==> config.mk <==
export PLATFORM = sky130hd
export DESIGN_NAME = get_val_mirror_add
export DESIGN_NICKNAME = d
export VERILOG_FILES = /design/src/rtl/get_val_pkg.sv /design/src/rtl/mirror_add32.sv /design/src/rtl/get_val_mirror_add.sv
export SDC_FILE = /design/constraint.sdc
export NUM_CORES = 1
export LEC_CHECK = 0
export CORE_UTILIZATION = 56
export DETAILED_ROUTE_END_ITERATION = 12
export GPL_TIMING_DRIVEN = 1
export PLACE_DENSITY = 0.82
export SLEW_MARGIN = 20
export SYNTH_ARGS = -nofsm -noshare
export SYNTH_HDL_FRONTEND = slang
export SYNTH_HIERARCHICAL = 1
export SYNTH_SLANG_ARGS = --single-unit
==> constraint.sdc <==
create_clock -name clock -period 17 [get_ports clock]
set_clock_uncertainty 0.2 [all_clocks]
set_input_delay 2.55 -clock clock [delete_from_list [all_inputs] [get_ports clock]]
set_output_delay 2.55 -clock clock [all_outputs]
set_load 0.005 [all_outputs]
==> src/rtl/get_val_pkg.sv <==
// Shared types, filter coefficients and constant-multiply helper for the
// 8-tap luma fractional-sample filter (get_val_mirror_add).
package get_val_pkg;

    typedef logic [7:0]  pixel_t;
    typedef logic [31:0] word_t;

    localparam int APPROX_BITS_DEFAULT = 4;

    localparam int COEF_A [8] = '{-1, 4, -10, 58, 17, -5, 1, 0};
    localparam int COEF_B [8] = '{-1, 4, -11, 40, 40, -11, 4, -1};
    localparam int COEF_C [8] = '{0, 1, -5, 17, 58, -10, 4, -1};

    // Set 0 = quarter (a), 1 = half (b), 2 = three-quarter (c).
    function automatic int coef_of(input int set, input int tap);
        case (set)
            0:       return COEF_A[tap];
            1:       return COEF_B[tap];
            default: return COEF_C[tap];
        endcase
    endfunction

    // Exact constant product: shift-and-add of |coef|, then two's-complement negate.
    function automatic word_t mul_const(input word_t d, input int coef);
        word_t acc;
        int    mag;
        acc = '0;
        mag = (coef < 0) ? -coef : coef;
        for (int k = 0; k < 8; k++) begin
            if (mag[k]) begin
                acc = acc + (d << k);
            end
        end
        if (coef < 0) begin
            acc = ~acc + word_t'(1);
        end
        return acc;
    endfunction

endpackage

==> src/rtl/mirror_add32.sv <==
// 32-bit ripple mirror adder; with MIRROR_APPROX_EN defined the low APPROX_BITS
// positions use the approximate cell (sum = b, carry-out = a).
module mirror_add32
    import get_val_pkg::*;
#(
    parameter int APPROX_BITS = APPROX_BITS_DEFAULT
) (
    input  logic [31:0] a,
    input  logic [31:0] b,
    output logic [31:0] sum
);

`ifdef MIRROR_APPROX_EN
    localparam int LOW_BITS = APPROX_BITS;
`else
    localparam int LOW_BITS = APPROX_BITS * 0;
`endif

    logic [32:0] carry;
    logic        unused_carry;

    assign carry[0]     = 1'b0;
    assign unused_carry = carry[32];

    genvar gi;
    generate
        for (gi = 0; gi < 32; gi++) begin : g_bit
            if (gi < LOW_BITS) begin : g_approx
                assign sum[gi]      = b[gi];
                assign carry[gi+1]  = a[gi];
            end else begin : g_exact
                assign sum[gi]      = a[gi] ^ b[gi] ^ carry[gi];
                assign carry[gi+1]  = (a[gi] & b[gi]) | (carry[gi] & (a[gi] ^ b[gi]));
            end
        end
    endgenerate

endmodule

==> src/rtl/get_val_mirror_add.sv <==
// 8-tap luma filter producing registered a/b/c sums through ordered mirror-adder
// trees. Approximate low adder bits are enabled by the MIRROR_APPROX_EN macro.
module get_val_mirror_add
    import get_val_pkg::*;
#(
    parameter int APPROX_BITS = APPROX_BITS_DEFAULT
) (
    input  logic             clock,
    input  logic             reset,
    input  logic [7:0][7:0]  data_buffer,
    output logic [31:0]      aValue,
    output logic [31:0]      bValue,
    output logic [31:0]      cValue
);

    word_t prod  [3][8];
    word_t lvl1  [3][4];
    word_t lvl2  [3][2];
    word_t total [3];
    word_t value_reg [3];

    genvar gi, gj;
    generate
        for (gi = 0; gi < 3; gi++) begin : g_set
            // Tap t reads data_buffer[7-t]: the oldest pixel meets coefficient 0.
            for (gj = 0; gj < 8; gj++) begin : g_tap
                assign prod[gi][gj] = mul_const(word_t'(data_buffer[7-gj]), coef_of(gi, gj));
            end

            for (gj = 0; gj < 4; gj++) begin : g_l1
                mirror_add32 #(.APPROX_BITS(APPROX_BITS)) u_add (
                    .a   (prod[gi][2*gj]),
                    .b   (prod[gi][2*gj+1]),
                    .sum (lvl1[gi][gj])
                );
            end

            for (gj = 0; gj < 2; gj++) begin : g_l2
                mirror_add32 #(.APPROX_BITS(APPROX_BITS)) u_add (
                    .a   (lvl1[gi][2*gj]),
                    .b   (lvl1[gi][2*gj+1]),
                    .sum (lvl2[gi][gj])
                );
            end

            mirror_add32 #(.APPROX_BITS(APPROX_BITS)) u_root (
                .a   (lvl2[gi][0]),
                .b   (lvl2[gi][1]),
                .sum (total[gi])
            );
        end
    endgenerate

    always_ff @(posedge clock) begin
        for (int k = 0; k < 3; k++) begin
            if (reset) begin
                value_reg[k] <= '0;
            end else begin
                value_reg[k] <= total[k];
            end
        end
    end

    assign aValue = value_reg[0];
    assign bValue = value_reg[1];
    assign cValue = value_reg[2];

endmodule

==> impl_metrics.ini, run 1 <==
[outcome]
result_of_the_run = complete, no violations

[grt]
grt_antenna_before_repair = 2
grt_use_total_pct = 28.7
grt_overflow = 0
pin_count_of_the_biggest_net_entering_global_routing = 97
global_route_wire_length_before_repair_um = 82000
first_global_vias = 16274

[sta]
number_of_setup_violations_in_the_final_report = 0
setup_ws_post_layout_ns = 0.357
final-max-slew-violation-count = 0
rsz0062_at_grt = true
normalized_max_slew_margin_pct = 28.9
fmaxAchievable_mhz = 60.1
tcrit_tclk_final_pct = 97.9
final_hold_viols = 0
max_slew.worst_pin.slew_ns = 1.05
finalWorstPathRequiredPeriod_ns = 16.64

[critical_path]
critical_path.slowest_cell = fa_1
end_kind = flip-flop
timing.critical_path.slowest_cell_delay_ns = 0.55
worstSetupPathType = in -> reg
cp_max_fo = 3
arrival_ns = 16.68
startpoint_type = input pin
critical-path-top-cell-by-count = fa_1
critPathRequiredTime_ns = 17.04

[placement]
detailedPlacementHpwl_um = 43600
port-buffer-count = 161
post-place-cells = 2673
detailedPlace.worstSlack_ns = -0.502
gpl.final_weighted_congestion = 0.912

[finish]
fillerInstances = 2656
drive_gt1_share_pct = 7.65
finalNetCount = 3023
largest_reg_flops = 96
layout.core_utilization_pct = 68.7
stdcell_count = 2694
area_growth_syn_to_fin_pct = 20.7

[synth]
synth_seq_cells = 96
post_synth_num_cell_types = 63
post_synth_instance_area_mm2 = 0.0214
synth_edf_count = 0
netlist_instances = 1628
yosysWarnings = 6
seq_area_frac_synth_pct = 8.97
synth-main-ff-cell = dfxtp_1
fraction_of_synthesis_flops_using_an_asynchronous_set_or_reset_pin_pct = 0
postSynthAreaPerCell_um2 = 13.2

[route]
wl_um = 49900
wl_per_cell_um = 18.5
viasPerCell = 5.04
post_route_drc = 0
dr.first_iter.drc_count = 542
vias = 13567
drt.antenna.violating_nets = 0
drt_pre_antenna_iters = 5

[die]
die_y_um = 198
core_area_mm2 = 0.0377
die-area_mm2 = 0.0391
pin_count = 162
initial_utilization_pct = 56.9
die_w_um = 198
std_cell_rows = 71

[power_and_ir_drop]
power_switching_uw = 1770
seq_power_share_pct = 9.8
power_frac_clock_pct = 5.4
sw_frac_of_total_pct = 44.1
power.internal_uw = 2250
p_leak_uw = 0.0108
vdd.ir_drop.worst_mv = 0.132
power.combinational.fraction_pct = 84.8
power_density_mw_per_mm2 = 155

[min_path]
hold_class = in -> reg

[clocking]
clock_sink_count = 96
cts_tree = yes
clock-root-buffer = clkbuf_16
cts.clk_slew.worst_paths_ns = 0.09
h_tree_level_count = 3
hold_buffers = 0
tritoncts.num_buffers = 9
clock_path_buffers = 2

[run]
max_cap_viol_count = 0
[power by group through the flow]
stage	registers, µW	clock network [µW]	logic, µW
after floorplan	399	0	2210
after global routing	402	230	3870
after detailed placement	398	0	3350
after CTS	395	224	3380
after global placement	398	0	3200
final	394	217	3410
[placed cells by master, fill, tap and decap left out, types with 3 or more instances in the layout]
cell	instances
nand2b_1	13
and2_1	3
xor2_1	28
nor4_1	7
conb_1	328
nor3_1	14
dfxtp_1	96
a21boi_0	5
nor2b_1	114
clkbuf_16	9
o31a_1	3
a21o_1	15
o211ai_1	5
fa_1	610
nand3b_1	7
nand2_1	38
o21ai_0	24
buf_4	70
xnor2_1	63
or3_1	23
ha_1	110
inv_8	3
o21bai_1	3
nor2_1	34
and3_1	5
o21a_1	9
inv_1	186
xor3_1	21
nand4_1	20
nor3b_1	4
fa_2	58
clkdlybuf4s50_1	159
o31ai_1	3
a21oi_1	30
nand3_1	11
[final timing paths]
check / from / end / slack, ns / cells past startpoint
setup / recovery: data_buffer[16] / value_reg[1][31] / 0.36 / 41
hold / removal: reset / value_reg[1][14] / 2.56 / 2
[repair_timing]
| action | CTS | global route |
|---|---|---|
| pin swaps | 0 | 15 |
| buffers inserted | 0 | 4 |
| gates resized for setup | 3 | 67 |
| setup endpoints to repair | 3 | 6 |
[stage by stage]
step / setup TNS [ns] / power (µW) / instance area, µm² / hold WS [ns]
after floorplan: 0 / 2610 / 22700 / 2.63
after global placement: -0.656 / 3600 / 25300 / 3.02
after detailed placement: -2.14 / 3750 / 25300 / 3.04
after CTS: 0 / 4000 / 25600 / 2.62
after global routing: -0.0563 / 4500 / 25900 / 2.65
final: 0 / 4020 / 25900 / 2.56
[Yosys cell counts (2+ instances only)]
cell       count  area share, %
fa_1         668             62
inv_1        187            3.3
nor2b_1      114            3.3
ha_1         112            6.5
dfxtp_1       96            9.0
xnor2_1       64            2.6
nand2_1       38           0.67
nor2_1        34           0.60
a21oi_1       31           0.72
xor2_1        29            1.2
o21ai_0       24           0.56
or3_1         23           0.67
xor3_1        21            2.3
nand4_1       20           0.58
clkbuf_1      19           0.33
a21o_1        15           0.53
nor3_1        15           0.35
nand2b_1      13           0.38
nand3_1       11           0.26
o21a_1         9           0.32
nand3b_1       7           0.25
nor4_1         7           0.20
a21boi_0       5           0.18
and3_1         5           0.15
o211ai_1       5           0.18
nor3b_1        4           0.14
and2_1         3          0.088
o21bai_1       3           0.11
o31a_1         3           0.12
o31ai_1        3           0.11
a211oi_1       2          0.070
buf_2          2          0.047
mux2i_1        2          0.093
o2111ai_1      2          0.082
o211a_1        2          0.093
o311ai_0       2          0.082
or3b_2         2          0.082
[kinds of logic after synthesis]
family | Yosys count | share of synthesized area (%)
simple gates | 307 | 8.25
compound gates | 119 | 3.88
flops | 96 | 8.97
xor+xnor | 115 | 6.21
mux | 2 | 0.0934
other cells | 1 | 0.0175
fa+ha+maj | 780 | 68.9
buf+inv | 208 | 3.65
[worst max-delay path: cells and delay by family]
kind	cells	cell delay, ns
and+or+nand+nor	1	0.14
adders and majority gates	32	12.53
xor gates and xnor gates	2	0.53
buffers and inverters	6	0.88
[layout make-up]
type	count	area (µm²)	area share, %
Clock buffer	10	229	0.885
Inverter	187	702	2.71
Sequential cell	96	1920	7.43
Timing Repair Buffer	232	2150	8.32
Tap cell	511	639	2.47
Multi-Input combinational cell	1651	20200	77.9
Clock inverter	6	60.1	0.232
Antenna cell	1	2.50	0.00967
[layer usage]
layer	share of wire (%)	GRT usage (%)	vias up
met1	37	35.2	7154
met2	53	50.5	386
met4	4.1	11.9	4
met3	5.3	4.49	116
li1	-	-	5907
met5	0.052	0	-
Power figures use the tool's default switching activity.
==> run 2: changes to the inputs <==
- MAX_ROUTING_LAYER: default -> met4
==> impl_metrics.ini, run 2 (synthesis gave the netlist of run 1 again) <==
[critical_path]
timing.critical_path.slowest_cell_delay_ns = 0.55
setup.worst_path.start = data_buffer[40]
critical_path.slowest_cell = fa_1
critical-path-top-cell-by-count = fa_1
cp_max_fo = 2
arrival_ns = 16.66
startpoint_type = input pin
worstSetupPathType = in -> reg
critPathRequiredTime_ns = 17.03
end_kind = flip-flop

[run]
max_cap_viol_count = 0

[grt]
grt_use_total_pct = 29.4
grt_overflow = 0
first_global_vias = 16008
global_route_wire_length_before_repair_um = 81500
grt_antenna_before_repair = 1
pin_count_of_the_biggest_net_entering_global_routing = 97

[finish]
finalNetCount = 3023
layout.cells.most_common = fa_1
final_cell_mix = 589 x fa_1, 328 x conb_1, 186 x inv_1
stdcell_count = 2693
area.sequential_mm2 = 0.00192
largest_reg_flops = 96
area_growth_syn_to_fin_pct = 21.1
postLayoutCellArea_mm2 = 0.0260
drive_gt1_share_pct = 8.67
multi_input_area_mm2 = 0.0202
fillerInstances = 2649

[die]
initial_utilization_pct = 56.9
die_w_um = 198
die_y_um = 198
pin_count = 162
core_area_mm2 = 0.0377
std_cell_rows = 71
die-area_mm2 = 0.0391

[sta]
final-max-slew-violation-count = 0
finalWorstPathRequiredPeriod_ns = 16.63
hold-worst-slack_ns = 2.53
normalized_max_slew_margin_pct = 26.7
final_hold_viols = 0
number_of_setup_violations_in_the_final_report = 0
max_slew.worst_pin.slew_ns = 1.10
setup_ws_post_layout_ns = 0.366
fmaxAchievable_mhz = 60.1
rsz0062_at_grt = false
tcrit_tclk_final_pct = 97.8

[route]
post_route_drc = 0
dr.first_iter.drc_count = 550
vias = 13596
wl_per_cell_um = 18.6
wl_um = 50200
viasPerCell = 5.05
drt.antenna.violating_nets = 0
drt_pre_antenna_iters = 5

[placement]
detailedPlace.worstSlack_ns = -0.646
post-place-cells = 2674
port-buffer-count = 161
dpl_cell_area_mm2 = 0.0253
detailedPlacementHpwl_um = 43400
gpl.final_weighted_congestion = 0.930

[clocking]
h_tree_level_count = 3
tritoncts.num_buffers = 9
cts_tree = yes
clock-root-buffer = clkbuf_16
clock_path_buffers = 2
hold_buffers = 0
cts.clk_slew.worst_paths_ns = 0.08
clock_sink_count = 96

[min_path]
hold-path-cell-count = 2
hold_class = in -> reg
hold_end = value_reg[1][15]
hold_path_startpoint = reset

[power_and_ir_drop]
report.power.total_uw = 4050
power_density_mw_per_mm2 = 156
vdd.ir_drop.worst_mv = 0.134
p_leak_uw = 0.0108

[outcome]
result_of_the_run = complete, no violations
-- run 2: changes by cell type in the layout (fill, tap and decap cells not counted), moves of 2 or more --
cell       change
fa_2          +21
inv_8          -3
bufinv_16      +3
clkinv_4       -2
xor2_2         +2
fa_1          -21
-- run 2: final cells by class --
class / count / area share [%]
multi-input cells: 1651 / 77.8
repair buffers: 232 / 8.27
flip-flops and latches: 96 / 7.40
inverters: 187 / 2.70
well taps: 511 / 2.46
clock buffers: 9 / 0.868
clock inverters: 6 / 0.444
diodes: 1 / 0.00964
-- run 2: where the power goes --
| part | internal (µW) | switching (µW) |
|---|---|---|
| clock | 144 | 106 |
| sequential | 360 | 32.4 |
| combinational | 1780 | 1630 |
| total | 2280 | 1770 |
-- run 2: how the worst max path moves through the flow --
stage / to / slack (ns) / cells after the start
floorplan: value_reg[1][31] / 0.64 / 40
global placement: value_reg[1][31] / -0.27 / 41
global route: value_reg[1][31] / 0.0008 / 41
finish: value_reg[1][31] / 0.37 / 41
detailed placement: value_reg[2][31] / -0.65 / 43
CTS: value_reg[2][31] / 0.003 / 43
-- run 2: metrics by stage --
stage	setup TNS, ns	util [%]
after floorplan	0	-
after global placement	-0.675	67.3
after detailed placement	-2.40	67.3
after CTS	0	68.2
after global routing	0	68.9
final	0	68.9
-- run 2: critical path, delay by kind of cell --
kind                     cells  cell delay, ns
buffers and inverters        5            0.83
AND/OR/NAND/NOR              1            0.14
adder cells (fa/ha/maj)     33           12.58
XOR/XNOR                     2            0.55
-- run 2: timing repair --
| action | CTS | global route |
|---|---|---|
| gates resized for setup | 4 | 84 |
| endpoints found under the setup margin | 2 | 6 |
| pin swaps | 5 | 20 |
| buffers inserted | 0 | 3 |
-- run 2: metal layers --
metal	wire length [µm]	part of all wire, %	global-route usage, %
met5	0	0	-
met2	26700	53	50.5
met1	19000	38	35.1
met4	2200	4.4	12.0
met3	2330	4.6	4.11
==> run 3: changes to the inputs <==
- CORE_UTILIZATION: 56 -> 35
- PLACE_DENSITY: 0.82 -> 0.56
==> impl_metrics.ini, run 3 (synthesis gave the netlist of run 1 again) <==
[outcome]
result_of_the_run = complete, no violations

[route]
wl_per_cell_um = 17.2
vias = 13034
dr.first_iter.drc_count = 456
wl_um = 51300
drt.antenna.violating_nets = 0
post_route_drc = 0
viasPerCell = 4.38
drt_pre_antenna_iters = 5

[finish]
finalNetCount = 3033
area_growth_syn_to_fin_pct = 22.9
drive_gt1_share_pct = 7.94
final_cell_mix = 613 x fa_1, 328 x conb_1, 186 x inv_1
layout.cells.most_common = fa_1
layout.core_utilization_pct = 43.6
largest_reg_flops = 96

[clocking]
tritoncts.num_buffers = 9
cts_tree = yes
clock_path_buffers = 2
clock-root-buffer = clkbuf_16
clock_sink_count = 96
cts.clk_slew.worst_paths_ns = 0.08
h_tree_level_count = 3

[grt]
grt_use_total_pct = 18.8
global_route_wire_length_before_repair_um = 84100
pin_count_of_the_biggest_net_entering_global_routing = 76
grt_antenna_before_repair = 2
grt_overflow = 0
first_global_vias = 15282

[die]
initial_utilization_pct = 35.4
die-area_mm2 = 0.0622
pin_count = 162
die_w_um = 249
die_y_um = 249
core_area_mm2 = 0.0605
std_cell_rows = 90

[critical_path]
end_kind = flip-flop
setup.worst_path.start = data_buffer[16]
critical-path-top-cell-by-count = fa_1
worstSetupPathType = in -> reg
startpoint_type = input pin
critPathRequiredTime_ns = 17.05
arrival_ns = 16.62
cp_max_fo = 9
timing.critical_path.slowest_cell_delay_ns = 0.64
critical_path.slowest_cell = fa_2
timing.critical_path.buf_inv = 7
critical-path-top-delay-family = adder cells

[placement]
gpl.final_weighted_congestion = 0.852
port-buffer-count = 161
detailedPlacementHpwl_um = 46400

[sta]
number_of_setup_violations_in_the_final_report = 0
rsz0062_at_grt = true
final-max-slew-violation-count = 0
fmaxAchievable_mhz = 60.3
tcrit_tclk_final_pct = 97.5
finalSetupTns_ns = 0
normalized_max_slew_margin_pct = 36.1
finalWorstPathRequiredPeriod_ns = 16.57
max_slew.worst_pin.slew_ns = 0.958
final_hold_viols = 0

[power_and_ir_drop]
vdd.ir_drop.worst_mv = 0.0985
power_density_mw_per_mm2 = 152
p_leak_uw = 0.0108

[min_path]
hold-path-cell-count = 2
hold_end = value_reg[2][31]
hold_class = in -> reg
hold_path_startpoint = reset

[run]
max_cap_viol_count = 0
-- run 3: how the worst max path moves through the flow --
| stage | to | slack [ns] | cells after the start |
|---|---|---|---|
| floorplan | value_reg[1][31] | 0.64 | 40 |
| global placement | value_reg[1][31] | -0.32 | 41 |
| finish | value_reg[0][31] | 0.43 | 42 |
| global route | value_reg[0][31] | -0.009 | 42 |
| CTS | value_reg[1][31] | 0.003 | 41 |
| detailed placement | value_reg[0][31] | -0.49 | 41 |
-- run 3: repair_timing --
| item | 4_1_cts | 5_1_grt |
|---|---|---|
| endpoints found under the hold margin | 0 | 0 |
| buffers inserted | 0 | 5 |
| setup endpoints to repair | 2 | 6 |
| hold buffers | 0 | 0 |
| pin swaps | 0 | 18 |
| gates resized for setup | 2 | 62 |
-- run 3: final cells by class --
type | count | area [µm²]
inverters | 187 | 702
well taps | 782 | 978
diodes | 2 | 5.00
clock buffers | 9 | 225
fillers | 5605 | 34100
repair buffers | 242 | 2220
clock inverters | 6 | 138
flip-flops and latches | 96 | 1920
multi-input cells | 1651 | 20200
-- run 3: stage by stage --
stage / std cells / hold WS [ns] / worst slack, ns / cell area, µm² / power [µW]
final: 2975 / 2.31 / 0.428 / 26300 / 4000
after global routing: 2975 / 2.33 / -0.00886 / 26300 / 4560
after CTS: 2968 / 2.29 / 0.00319 / 26100 / 4110
after detailed placement: 2953 / 2.72 / -0.485 / 25700 / 3800
after global placement: 2953 / 2.71 / -0.321 / 25700 / 3770
after floorplan: 1955 / 2.63 / 0.638 / 22700 / 2610
-- run 3: power by group --
part           leakage, µW  switching, µW  total (µW)  internal, µW
combinational      0.00986           1600        3340          1740
sequential        0.000800           36.8         397           360
clock             0.000177            106         265           159
total               0.0108           1740        4000          2260
-- run 3: routing by layer --
metal / GRT usage [%] / vias to the layer above / wire length, µm
li1: - / 5922 / -
met3: 2.87 / 29 / 1820
met1: 23.1 / 6872 / 21300
met2: 32.9 / 211 / 27500
met4: 3.39 / 0 / 706
met5: - / - / 0
